**config.mk**
```make
export PLATFORM = sky130hd
export DESIGN_NAME = digicode_arbiter
export DESIGN_NICKNAME = d
export VERILOG_FILES = /design/src/rtl/digicode_pkg.sv /design/src/rtl/digicode_arbiter_timer.sv /design/src/rtl/digicode_arbiter.sv
export SDC_FILE = /design/constraint.sdc
export NUM_CORES = 1
export LEC_CHECK = 0
export BUFFER_PORTS_ARGS = -buffer_cell sky130_fd_sc_hd__buf_2
export CAP_MARGIN = 20
export CORE_UTILIZATION = 40
export DETAILED_ROUTE_END_ITERATION = 12
export SYNTH_ARGS = -nofsm -noshare
export SYNTH_HDL_FRONTEND = slang
export SYNTH_HIERARCHICAL = 1
export SYNTH_SLANG_ARGS = --single-unit
```
**constraint.sdc**
```tcl
create_clock -name clk -period 3.3 [get_ports clk]
set_input_delay 0.165 -clock clk [delete_from_list [all_inputs] [get_ports clk]]
set_output_delay 0.165 -clock clk [all_outputs]
set_load 0.01 [all_outputs]
```
**src/rtl/digicode_pkg.sv**
```systemverilog
// Shared definitions for the digicode keypad arbiter: key encodings,
// FSM state type and a sizing helper for the shared down-counter.
package digicode_pkg;

   // Keypad key encodings
   localparam logic [3:0] KEY_ZERO  = 4'h0;
   localparam logic [3:0] KEY_ONE   = 4'h1;
   localparam logic [3:0] KEY_TWO   = 4'h2;
   localparam logic [3:0] KEY_THREE = 4'h3;
   localparam logic [3:0] KEY_FOUR  = 4'h4;
   localparam logic [3:0] KEY_FIVE  = 4'h5;
   localparam logic [3:0] KEY_SIX   = 4'h6;
   localparam logic [3:0] KEY_SEVEN = 4'h7;
   localparam logic [3:0] KEY_EIGHT = 4'h8;
   localparam logic [3:0] KEY_NINE  = 4'h9;
   localparam logic [3:0] KEY_A     = 4'hA;
   localparam logic [3:0] KEY_B     = 4'hB;
   localparam logic [3:0] KEY_C     = 4'hC;  // clear
   localparam logic [3:0] KEY_P     = 4'hD;

   // Arbiter FSM states
   typedef enum logic [2:0] {
      ST_IDLE    = 3'd0,
      ST_SESSION = 3'd1,
      ST_DOOR    = 3'd2,
      ST_ALARM   = 3'd3,
      ST_LOCK    = 3'd4
   } state_t;

   function automatic int max_of(input int a, input int b);
      return (a > b) ? a : b;
   endfunction

   // Width of the shared timer. The key timeout is included with the hold
   // durations so that every value ever loaded into the counter fits.
   function automatic int timer_width(input int key_timeout, input int door_hold,
                                      input int alarm_hold, input int lockout);
      return $clog2(max_of(max_of(key_timeout, door_hold),
                           max_of(alarm_hold, lockout))) + 1;
   endfunction

endpackage

```
**src/rtl/digicode_arbiter_timer.sv**
```systemverilog
// dc_timer: loadable down-counter shared by every timed arbiter state.
// It counts down to zero and then stays there; expire flags the last
// counted cycle (count == 1), so a load of N gives exactly N cycles.
module dc_timer
   import digicode_pkg::*;
#(
   parameter int WIDTH = 9
) (
   input  logic             clk,
   input  logic             reset,
   input  logic             load,
   input  logic [WIDTH-1:0] value,
   output logic             expire
);

   logic [WIDTH-1:0] count;

   // Load has priority over counting; the counter saturates at zero.
   always_ff @(posedge clk) begin
      if (reset) begin
         count <= '0;
      end else if (load) begin
         count <= value;
      end else if (count != '0) begin
         count <= count - WIDTH'(1);
      end
   end

   assign expire = (count == WIDTH'(1));

endmodule

```
**src/rtl/digicode_arbiter.sv**
```systemverilog
// digicode_arbiter: grants one of two keypads exclusive access to a
// shared digicode, forwards that keypad's keys, and sequences the door,
// alarm and lockout phases reported back by the digicode.
module digicode_arbiter
   import digicode_pkg::*;
#(
   parameter int KEY_TIMEOUT = 64,
   parameter int DOOR_HOLD   = 32,
   parameter int ALARM_HOLD  = 32,
   parameter int MAX_FAIL    = 3,
   parameter int LOCKOUT     = 256
) (
   input  logic       clk,
   input  logic       reset,
   input  logic [3:0] key0,
   input  logic [3:0] key1,
   input  logic       key0_valid,
   input  logic       key1_valid,
   output logic [3:0] dc_code,
   output logic       dc_timeout,
   output logic       dc_reset,
   input  logic       dc_door,
   input  logic       dc_alarm,
   output logic       owner,
   output logic       busy,
   output logic       door_open,
   output logic       alarm_out,
   output logic       locked
);

   localparam int TW = timer_width(KEY_TIMEOUT, DOOR_HOLD, ALARM_HOLD, LOCKOUT);
   localparam int FW = $clog2(MAX_FAIL + 1);

   localparam logic [TW-1:0] LOAD_KEY   = TW'(KEY_TIMEOUT);
   localparam logic [TW-1:0] LOAD_DOOR  = TW'(DOOR_HOLD);
   localparam logic [TW-1:0] LOAD_ALARM = TW'(ALARM_HOLD);
   localparam logic [TW-1:0] LOAD_LOCK  = TW'(LOCKOUT);
   localparam logic [FW-1:0] FAIL_MAX   = FW'(MAX_FAIL);

   state_t          state_q, state_d;
   logic [3:0]      code_q, code_d;
   logic            dc_reset_q, dc_reset_d;
   logic            owner_q, owner_d;
   logic            last_owner_q, last_owner_d;
   logic [FW-1:0]   fail_q, fail_d;

   logic            tmr_load;
   logic [TW-1:0]   tmr_value;
   logic            tmr_expire;

   // Arbitration and owner-key selection helpers
   logic            elig0, elig1, grant_any, grant_pad;
   logic            own_valid;
   logic [3:0]      own_key;

   // A clear key never opens a session; a tie goes to the keypad that
   // did not hold the previous session.
   assign elig0     = key0_valid && (key0 != KEY_C);
   assign elig1     = key1_valid && (key1 != KEY_C);
   assign grant_any = elig0 || elig1;
   assign grant_pad = (elig0 && elig1) ? ~last_owner_q : elig1;

   // Only the session owner's keypad is listened to while a session runs.
   assign own_valid = owner_q ? key1_valid : key0_valid;
   assign own_key   = owner_q ? key1 : key0;

   dc_timer #(
      .WIDTH (TW)
   ) u_timer (
      .clk    (clk),
      .reset  (reset),
      .load   (tmr_load),
      .value  (tmr_value),
      .expire (tmr_expire)
   );

   // State register.
   always_ff @(posedge clk) begin
      // NOTE: sequential state uses non-blocking assignments so every register samples pre-edge values.
      if (reset) begin
         state_q <= ST_IDLE;
      end else begin
         state_q <= state_d;
      end
   end

   // Next-state and next-datapath logic, including timer reloads.
   always_comb begin
      // NOTE: every signal assigned here gets a default first, so no path can infer a latch.
      state_d      = state_q;
      code_d       = code_q;
      dc_reset_d   = 1'b0;
      owner_d      = owner_q;
      last_owner_d = last_owner_q;
      fail_d       = fail_q;
      tmr_load     = 1'b0;
      tmr_value    = '0;

      case (state_q)
         ST_IDLE: begin
            code_d = KEY_C;
            if (grant_any) begin
               state_d      = ST_SESSION;
               owner_d      = grant_pad;
               last_owner_d = grant_pad;
               code_d       = grant_pad ? key1 : key0;
               tmr_load     = 1'b1;
               tmr_value    = LOAD_KEY;
            end
         end

         ST_SESSION: begin
            // Digicode status outranks keys; alarm outranks door.
            if (dc_alarm) begin
               state_d   = ST_ALARM;
               if (fail_q < FAIL_MAX) begin
                  fail_d = fail_q + FW'(1);
               end
               tmr_load  = 1'b1;
               tmr_value = LOAD_ALARM;
            end else if (dc_door) begin
               state_d   = ST_DOOR;
               fail_d    = '0;
               tmr_load  = 1'b1;
               tmr_value = LOAD_DOOR;
            end else if (own_valid) begin
               if (own_key == KEY_C) begin
                  state_d    = ST_IDLE;
                  code_d     = KEY_C;
                  dc_reset_d = 1'b1;
               end else begin
                  code_d    = own_key;
                  tmr_load  = 1'b1;
                  tmr_value = LOAD_KEY;
               end
            end
         end

         ST_DOOR: begin
            if (tmr_expire) begin
               state_d    = ST_IDLE;
               code_d     = KEY_C;
               dc_reset_d = 1'b1;
            end
         end

         ST_ALARM: begin
            if (tmr_expire) begin
               code_d = KEY_C;
               if (fail_q == FAIL_MAX) begin
                  state_d   = ST_LOCK;
                  tmr_load  = 1'b1;
                  tmr_value = LOAD_LOCK;
               end else begin
                  state_d    = ST_IDLE;
                  dc_reset_d = 1'b1;
               end
            end
         end

         ST_LOCK: begin
            code_d = KEY_C;
            if (tmr_expire) begin
               state_d    = ST_IDLE;
               fail_d     = '0;
               dc_reset_d = 1'b1;
            end
         end

         default: begin
            state_d = ST_IDLE;
            code_d  = KEY_C;
         end
      endcase
   end

   // Session bookkeeping and the registered strobes sent to the digicode.
   always_ff @(posedge clk) begin
      if (reset) begin
         code_q       <= KEY_C;
         dc_reset_q   <= 1'b1;
         owner_q      <= 1'b0;
         last_owner_q <= 1'b1;
         fail_q       <= '0;
      end else begin
         code_q       <= code_d;
         dc_reset_q   <= dc_reset_d;
         owner_q      <= owner_d;
         last_owner_q <= last_owner_d;
         fail_q       <= fail_d;
      end
   end

   // Status outputs decoded from the current state.
   always_comb begin
      busy       = (state_q == ST_SESSION);
      door_open  = (state_q == ST_DOOR);
      alarm_out  = (state_q == ST_ALARM);
      locked     = (state_q == ST_LOCK);
      dc_timeout = (state_q == ST_SESSION) && tmr_expire;
   end

   assign dc_code  = code_q;
   assign dc_reset = dc_reset_q;
   assign owner    = owner_q;

endmodule

```
After elaboration in Yosys (flattened, before gate mapping)

Cells that the tools add are included.
Widths: inputs -> output; s select.

Add/sub/neg operators: 2
$lt $le $gt $ge: 1
Equality and inequality tests: 21
Multiplexer cells: 51
Bitwise gates (word level): 1
Reduce and logical (&&, ||, !) cells: 15

Operator list:

| kind                | count |
|---|---|
| $mux 9              | 4 |
| $mux 7              | 5 |
| $mux 4              | 8 |
| $pmux 9 s3          | 1 |
| $mux 3              | 8 |
| $mux 1              | 16 |
| $pmux 3 s4          | 1 |
| $pmux 4 s3          | 1 |
| $ne 2x1->1 const B  | 5 |
| $eq 9x1->1 const B  | 1 |
| $reduce_bool 9->1   | 1 |
| $sub 9x1->9 const B | 1 |
| $mux 2              | 4 |
| $ne 4x3->1 const B  | 2 |
| $ne 4x4->1 const B  | 2 |
| $reduce_and 4->1    | 2 |
| $eq 3x2->1 const B  | 2 |
| $ne 2x2->1 const B  | 3 |
| $pmux 1 s3          | 2 |
| $reduce_and 5->1    | 1 |
| $eq 4x4->1 const B  | 1 |
| $logic_and 1x1->1   | 4 |
| $pmux 2 s2          | 1 |
| $reduce_bool 2->1   | 2 |
| 12 further kinds    | 13 |

Flip-flop bits (word level): 21
Input bits: 14
Output and inout port bits: 11
Logic and storage cells: 98

Logic depth before layout (Yosys ltp)

Gate-level depths: netlist (run 1).

Depth after elaboration: 8
Depth in mapped cells: 12
Mapped depth without buffers: 9

Hierarchy

The synthesis (run 1) kept the hierarchy.

By module, submodules not included:

| module           | times used | cells an instance | area an instance (sq um) | seq. area each (sq um) |
|---|---|---|---|---|
| digicode_arbiter | 1          | 108               | 869.6                    | 240.2 |
| dc_timer         | 1          | 63                | 510.5                    | 180.2 |

Worst setup path before layout (run 1)

No wires, ideal clock.

Path type: register to register
Start point: register u_timer.count[6]
End point: register u_timer.count[8]
Setup time: 0.120 ns
Data arrival time: 2.218 ns
Required time: 3.180 ns
Slack: 0.962 ns
Stages on the path, launching flop included: 13
Path buffers: 3
Period minus slack after synthesis: 2.338 ns
Path through: dfxtp_1 or4_1 clkbuf_2 nor2_1 and3_1 nand3_1 inv_1 a221o_1 clkbuf_1 inv_1 buf_2 o211ai_1 a21oi_1

Word-level cells in the longest chain between the ends: 4
Elaborated cells between the ends (all ways): 10
Those cells by class: add/sub (1); eq/ne (1); mux (6); reduce/logical (2)

RTL lines:

| what                   | line                         | text |
|---|---|---|
| from (decl)            | digicode_arbiter_timer.sv:16 | `logic [WIDTH-1:0] count;` |
| from (signal assigned) | digicode_arbiter_timer.sv:23 | `count <= value;` |
| from (signal assigned) | digicode_arbiter_timer.sv:25 | `count <= count - WIDTH'(1);` |
| $eq 9x1->1             | digicode_arbiter_timer.sv:29 | `assign expire = (count == WIDTH'(1));` |
| via tmr_expire         | digicode_arbiter.sv:49       | `logic tmr_expire;` |
| $mux 9                 | digicode_arbiter.sv:148      | `if (tmr_expire) begin` |
| $pmux 9 s3             | digicode_arbiter.sv:99       | `case (state_q)` |
| via tmr_value[8]       | digicode_arbiter.sv:48       | `logic [TW-1:0] tmr_value;` |
| $mux 9                 | digicode_arbiter_timer.sv:22 | `end else if (load) begin` |

The timed path passes the listed nets, and every way through them passes these cells. The select of a mux whose other input is x is not followed.
A chain may end at the register's enable or synchronous reset.

Worst setup path in the final report (run 1)

Start point: register u_timer.count[6]
End point: register u_timer.count[5]

Word-level cells in the longest chain between the ends: 4
Elaborated cells between the ends (all ways): 8
Those cells by class: eq/ne (1); mux (5); reduce/logical (2)

RTL lines:

| what                                        | line                         | text |
|---|---|---|
| $eq 9x1->1 *                                | digicode_arbiter_timer.sv:29 |  |
| via tmr_expire                              | digicode_arbiter.sv:49       |  |
| $mux 1 *                                    | digicode_arbiter.sv:148      |  |
| $pmux 1 s3 *                                | digicode_arbiter.sv:99       |  |
| via tmr_load                                | digicode_arbiter.sv:47       | `logic tmr_load;` |
| $mux 9 or $reduce_bool 2->1 (tied branches) | -                            |  |

The timed path passes the listed nets; every way through them passes the cells marked *.

==> results of run 1 <==
[worst min-delay path by stage]
stage          startpoint               end  slack, ns
6_report          key0[0]        dc_code[0]       0.16
5_1_grt           key0[0]        dc_code[0]       0.15
4_1_cts           key0[0]        dc_code[0]       0.14
3_5_place_dp   dc_code[2]        dc_code[2]       0.46
3_3_place_gp      key0[1]        dc_code[1]       0.46
2_1_floorplan       reset  u_timer/count[0]       0.23
[per-stage QoR]
stage	std cells	hold slack, ns	power [mW]
finish	240	0.160	0.814
global route	240	0.153	0.878
CTS	240	0.143	0.819
detailed placement	236	0.459	0.689
global placement	236	0.459	0.681
floorplan	176	0.234	0.611
[synthesized netlist by cell type (3+ instances only)]
cell / instances / area, um^2
dfxtp_1: 21 / 420
nor2_1: 17 / 63.8
inv_1: 13 / 48.8
a21oi_1: 9 / 45.0
nand2_1: 8 / 30.0
o21ai_0: 7 / 35.0
nand3_1: 6 / 30.0
and3_1: 4 / 25.0
clkbuf_1: 4 / 15.0
mux2i_1: 4 / 40.0
nor3_1: 4 / 20.0
o211ai_1: 4 / 30.0
or4_1: 4 / 30.0
a211oi_1: 3 / 22.5
a221oi_1: 3 / 26.3
ha_1: 3 / 37.5
nand2b_1: 3 / 18.8
o21a_1: 3 / 22.5
o31ai_1: 3 / 22.5
o32a_1: 3 / 30.0
xnor2_1: 3 / 26.3
[routing by layer]
| layer | vias to the layer above | share of wire |
|---|---|---|
| li1 | 696 | - |
| met1 | 646 | 0.48 |
| met2 | 31 | 0.46 |
| met3 | 2 | 0.045 |
| met4 | 0 | 0.0045 |
| met5 | - | 0 |
[critical path, stage by stage (launching register included)]
cell and delay (ns):
dfxtp_1 0.35, or4_1 0.66, nor2_1 0.21, and3_1 0.29, nand3_1 0.13, inv_1 0.09
a221o_1 0.28, inv_1 0.24, a41o_1 0.28, a211oi_1 0.18
[registers in the layout (all words and copies together), names as in the netlist]
register       flops
owner              1
dc_reset           1
state_q            3
fail_q             2
u_timer/count      9
dc_code            4
last_owner_q       1
[kinds of logic after synthesis]
group | share of synthesized area
xor gates and xnor gates | 0.0190
adders and majority gates | 0.0272
other | 0.00272
and+or+nand+nor | 0.247
muxes | 0.0290
AOI/OAI and AO/OA | 0.306
buffers and inverters | 0.0644
DFF | 0.305
[report_power, final]
group / switching, mW / leakage [nW] / internal (mW)
Sequential: 0.0491 / 0.173 / 0.297
Combinational: 0.194 / 0.459 / 0.148
Clock: 0.0785 / 0.0150 / 0.0471
[cell type report]
| type | instances | area (um^2) |
|---|---|---|
| multi-input cells | 133 | 890 |
| repair buffers | 24 | 120 |
| flip-flops and latches | 21 | 420 |
| well taps | 44 | 55.1 |
| inverters | 14 | 52.6 |
| fillers | 324 | 1590 |
| clock buffers | 4 | 26.3 |
==> flow_summary_export.csv, run 1 <==
group,metric,value,unit
status,status,"complete, no violations",
clock_tree,cts_tree,"done",
clock_tree,hold_buffers,0,
timing,layout_min_cycle_time,2.78,ns
critical_path,r2r_end,"u_timer/count[5]",
critical_path,critPathMaxFanout,12,
critical_path,regToRegSetupSlack,0.52,ns
layout,most-common-layout-cells,"24 x buf_2, 21 x dfxtp_1, 17 x nor2_1",
floorplanning,die_area,3690,um^2
grt,use_met1,0.284,
critical_path,arrival,3.01,ns
routing,totalWireLength,3.33,mm
synth,avgSynthCellArea,8.07,um^2
critical_path,cp-endpoint,"u_timer/count[5]",
routing,post_drt_wl_per_cell,13.9,um
layout,drive_above_1_share,0.173,
clock_tree,clkTransAtPathRegs,0.12,ns
synth,yosys_register_bits,21,
routing,vias_per_cell,5.73,
power,irDropWorstVdd,0.205,mV
layout,layout_commonest_cell,"buf_2",
timing,min_period_over_period,0.844,
grt,grt_max_degree,17,
hold_path,min_delay_path_depth,3,
timing,post-route-worst-setup-slack,0.516,ns
layout,layout.nets,214,
routing,drc,0,
critical_path,r2r_start,"u_timer/count[6]",
layout,post-route-util,0.496,
routing,vias,1375,
grt,grt_busiest_layer,"met2",
placed_design,io_buffers,24,
synth,synth_warnings,6,
placed_design,gp_congestion,0.965,
floorplanning,num_rows,20,
timing,setup-tns-final,0,ns
grt,met2_usage,0.319,
grt,grt_pass1_vias,1276,
grt,grt_util_met3,0.0341,
clock_tree,post_cts_resized,0,
synth,async_reset_ff_frac,0,
routing,initialDrtViolationCount,59,
timing,timing.fmax,359,MHz
timing,drv_slew,0,
synth,synthDistinctLibCells,54,
layout,design_area,1560,um^2
placed_design,placed_area,1540,um^2
timing,worstMarginPinSlew,0.633,ns
synth,synthFlopType,"dfxtp_1",
placed_design,pre_cts_ws,0.570,ns
grt,antenna_found_initial,0,
synth,syn_inst,171,
grt,grt_pass1_wl,5.69,mm
routing,ant_nets,0,
power,p_leak,0.647,nW
timing,finalSetupViolCount,0,
routing,dr.pass1.iters,4,
critical_path,cp-startpoint,"u_timer/count[6]",
critical_path,rr_worst_depth,9,
grt,grt_use_total,0.203,
clock_tree,cts_setup_buffers,0,
layout,syn_to_final_growth,13.3,%
timing,fin_worst_skew,0.00316,ns
critical_path,endpoint_kind,"flip-flop",
clock_tree,numCtsBuffers,3,
critical_path,path_class,"reg2reg",
critical_path,crit_path_start_kind,"flip-flop",
timing,relSlewSlack,0.572,
critical_path,cp.required,3.52,ns
placed_design,post-dp-hpwl,2.60,mm
floorplanning,die_h,60.7,um
synth,synth_edf_count,0,
clock_tree,clk_path_buf_depth,2,
layout,antenna_cells,0,
clock_tree,root_buffer,"clkbuf_4",
synth,syn_area,1380,um^2
timing,rsz0062_at_grt,"false",
floorplanning,dieWidth,60.7,um
hold_path,hp-class,"in2reg",
timing,hold_viol_final,0,
floorplanning,ioPinCount,25,
floorplanning,coreArea,3150,um^2
clock_tree,ctsHtreeMaxLevel,1,
job,cap_violations,0,
floorplanning,initial_core_util,0.438,
grt,grt_overflow,0,
power,cellPowerDensity,520,nW/um^2
clock_tree,cts.sinks,21,
synth,yosysSeqAreaShare,0.305,
clock_tree,clock_latency,0.30,ns
Power figures use the tool's default switching activity.
==> run 2, diff against run 1 <==
clock period = 2.4 ns   (was 3.3 ns; I/O delays follow)
==> run 2 against run 1 <==
  * First-iteration DRC count rose by 6.8%
  * Critical path depth stayed put
  * Largest cell class unchanged
  * Fmax is 26% higher
  * Sequential power grew 38%
  * Critical path type unchanged
  * Clock-buffer cell count is the same
  * Clock skew about the same
  * Setup slack worse by 0.32 ns
  * Global-route usage up 1.0 points
  * Highest routed layer unchanged
==> flow_summary_export.csv, run 2 (same netlist as run 1, synthesis figures left out) <==
group,metric,value,unit
job,cap_violations,0,
timing,relSlewSlack,0.595,
floorplanning,num_rows,20,
placed_design,dp_cells,241,
hold_path,hp-class,"in2reg",
grt,grt_pass1_vias,1303,
floorplanning,ioPinCount,25,
clock_tree,numCtsBuffers,3,
routing,totalWireLength,3.49,mm
timing,finalSetupViolCount,0,
clock_tree,root_buffer,"clkbuf_4",
critical_path,cp-startpoint,"u_timer/count[6]",
placed_design,gp_congestion,0.923,
critical_path,cp.required,2.63,ns
clock_tree,clock_latency,0.30,ns
power,irDropWorstVdd,0.309,mV
layout,antenna_cells,0,
critical_path,critPathMaxFanout,6,
floorplanning,die_h,60.7,um
layout,stdcell_count,247,
timing,worstMarginPinSlew,0.593,ns
timing,fin_worst_skew,0.00268,ns
timing,drv_slew,0,
critical_path,crit_path_start_kind,"flip-flop",
layout,largest_register_ffs,9,
critical_path,path_class,"reg2reg",
timing,rsz0062_at_grt,"false",
clock_tree,ctsHtreeMaxLevel,1,
critical_path,arrival,2.43,ns
routing,ant_nets,0,
routing,initialDrtViolationCount,63,
status,status,"complete, no violations",
grt,grt_pass1_wl,5.87,mm
grt,grt_use_total,0.213,
routing,drc,0,
clock_tree,cts_tree,"done",
critical_path,r2r_start,"u_timer/count[6]",
power,p_leak,0.681,nW
placed_design,post-dp-hpwl,2.71,mm
placed_design,io_buffers,24,
routing,post_drt_wl_per_cell,14.1,um
hold_path,hold_start,"key0[0]",
timing,hold_ws,0.113,ns
timing,setup-tns-final,0,ns
layout,top_register,"u_timer/count",
layout,drive_above_1_share,0.241,
timing,min_period_over_period,0.918,
power,total_power,1.19,mW
clock_tree,clkTransAtPathRegs,0.11,ns
layout,layout.nets,221,
floorplanning,dieWidth,60.7,um
floorplanning,initial_core_util,0.438,
floorplanning,die_area,3690,um^2
timing,hold_viol_final,0,
clock_tree,cts.sinks,21,
layout,post-route-util,0.522,
routing,vias,1408,
grt,grt_overflow,0,
timing,layout_min_cycle_time,2.20,ns
clock_tree,clk_path_buf_depth,2,
routing,dr.pass1.iters,4,
grt,antenna_found_initial,0,
critical_path,endpoint_kind,"flip-flop",
power,cellPowerDensity,724,nW/um^2
routing,vias_per_cell,5.70,
timing,timing.fmax,454,MHz
floorplanning,coreArea,3150,um^2
grt,grt_max_degree,16,
layout,most-common-layout-cells,"24 x buf_2, 19 x dfxtp_1, 16 x nor2_1",
layout,syn_to_final_growth,19.2,%
layout,layout_commonest_cell,"buf_2",
run 2: final cells by class:
cell class	count	area [um^2]
Clock buffer	4	26.3
Fill cell	325	1510
Inverter	14	52.6
Multi-Input combinational cell	133	916
Sequential cell	21	423
Tap cell	44	55.1
Timing Repair Buffer	31	173
run 2: final timing paths:
kind                      endpoint  slack [ns]  depth (start not counted)
setup / recovery  u_timer/count[5]        0.20                          9
setup reg to reg  u_timer/count[5]        0.20                          9
hold / removal          dc_code[0]        0.11                          3
hold reg to reg         dc_code[3]        0.49                          1
run 2: per-layer routing:
layer  wire length, um  track usage
met1              1650        0.283
met5                 0            0
met2              1600        0.353
met3               197       0.0405
met4                44       0.0584
run 2: report_power, final:
group / internal [mW] / switching [mW]
sequential: 0.411 / 0.0688
combinational: 0.256 / 0.287
clock: 0.0649 / 0.104
run 2: worst max-delay path: stages (launching register included):
cell      delay (ns)
dfxtp_2         0.35
or4_4           0.56
nor2_4          0.14
and3_4          0.21
nand3_2         0.08
inv_1           0.07
a221o_1         0.14
inv_2           0.07
a41o_1          0.29
a211oi_2        0.22
run 2: stage by stage:
step | instance area, um^2 | worst slack, ns
2_1_floorplan | 1400 | 0.0622
3_3_place_gp | 1580 | 0.219
3_5_place_dp | 1580 | 0.108
4_1_cts | 1600 | 0.0683
5_1_grt | 1650 | 0.0151
6_report | 1650 | 0.196
run 2: what timing repair did:
action	in CTS	in global routing
resized for setup	0	10
hold buffers	0	0
setup endpoints to repair	0	6
buffers inserted	0	2
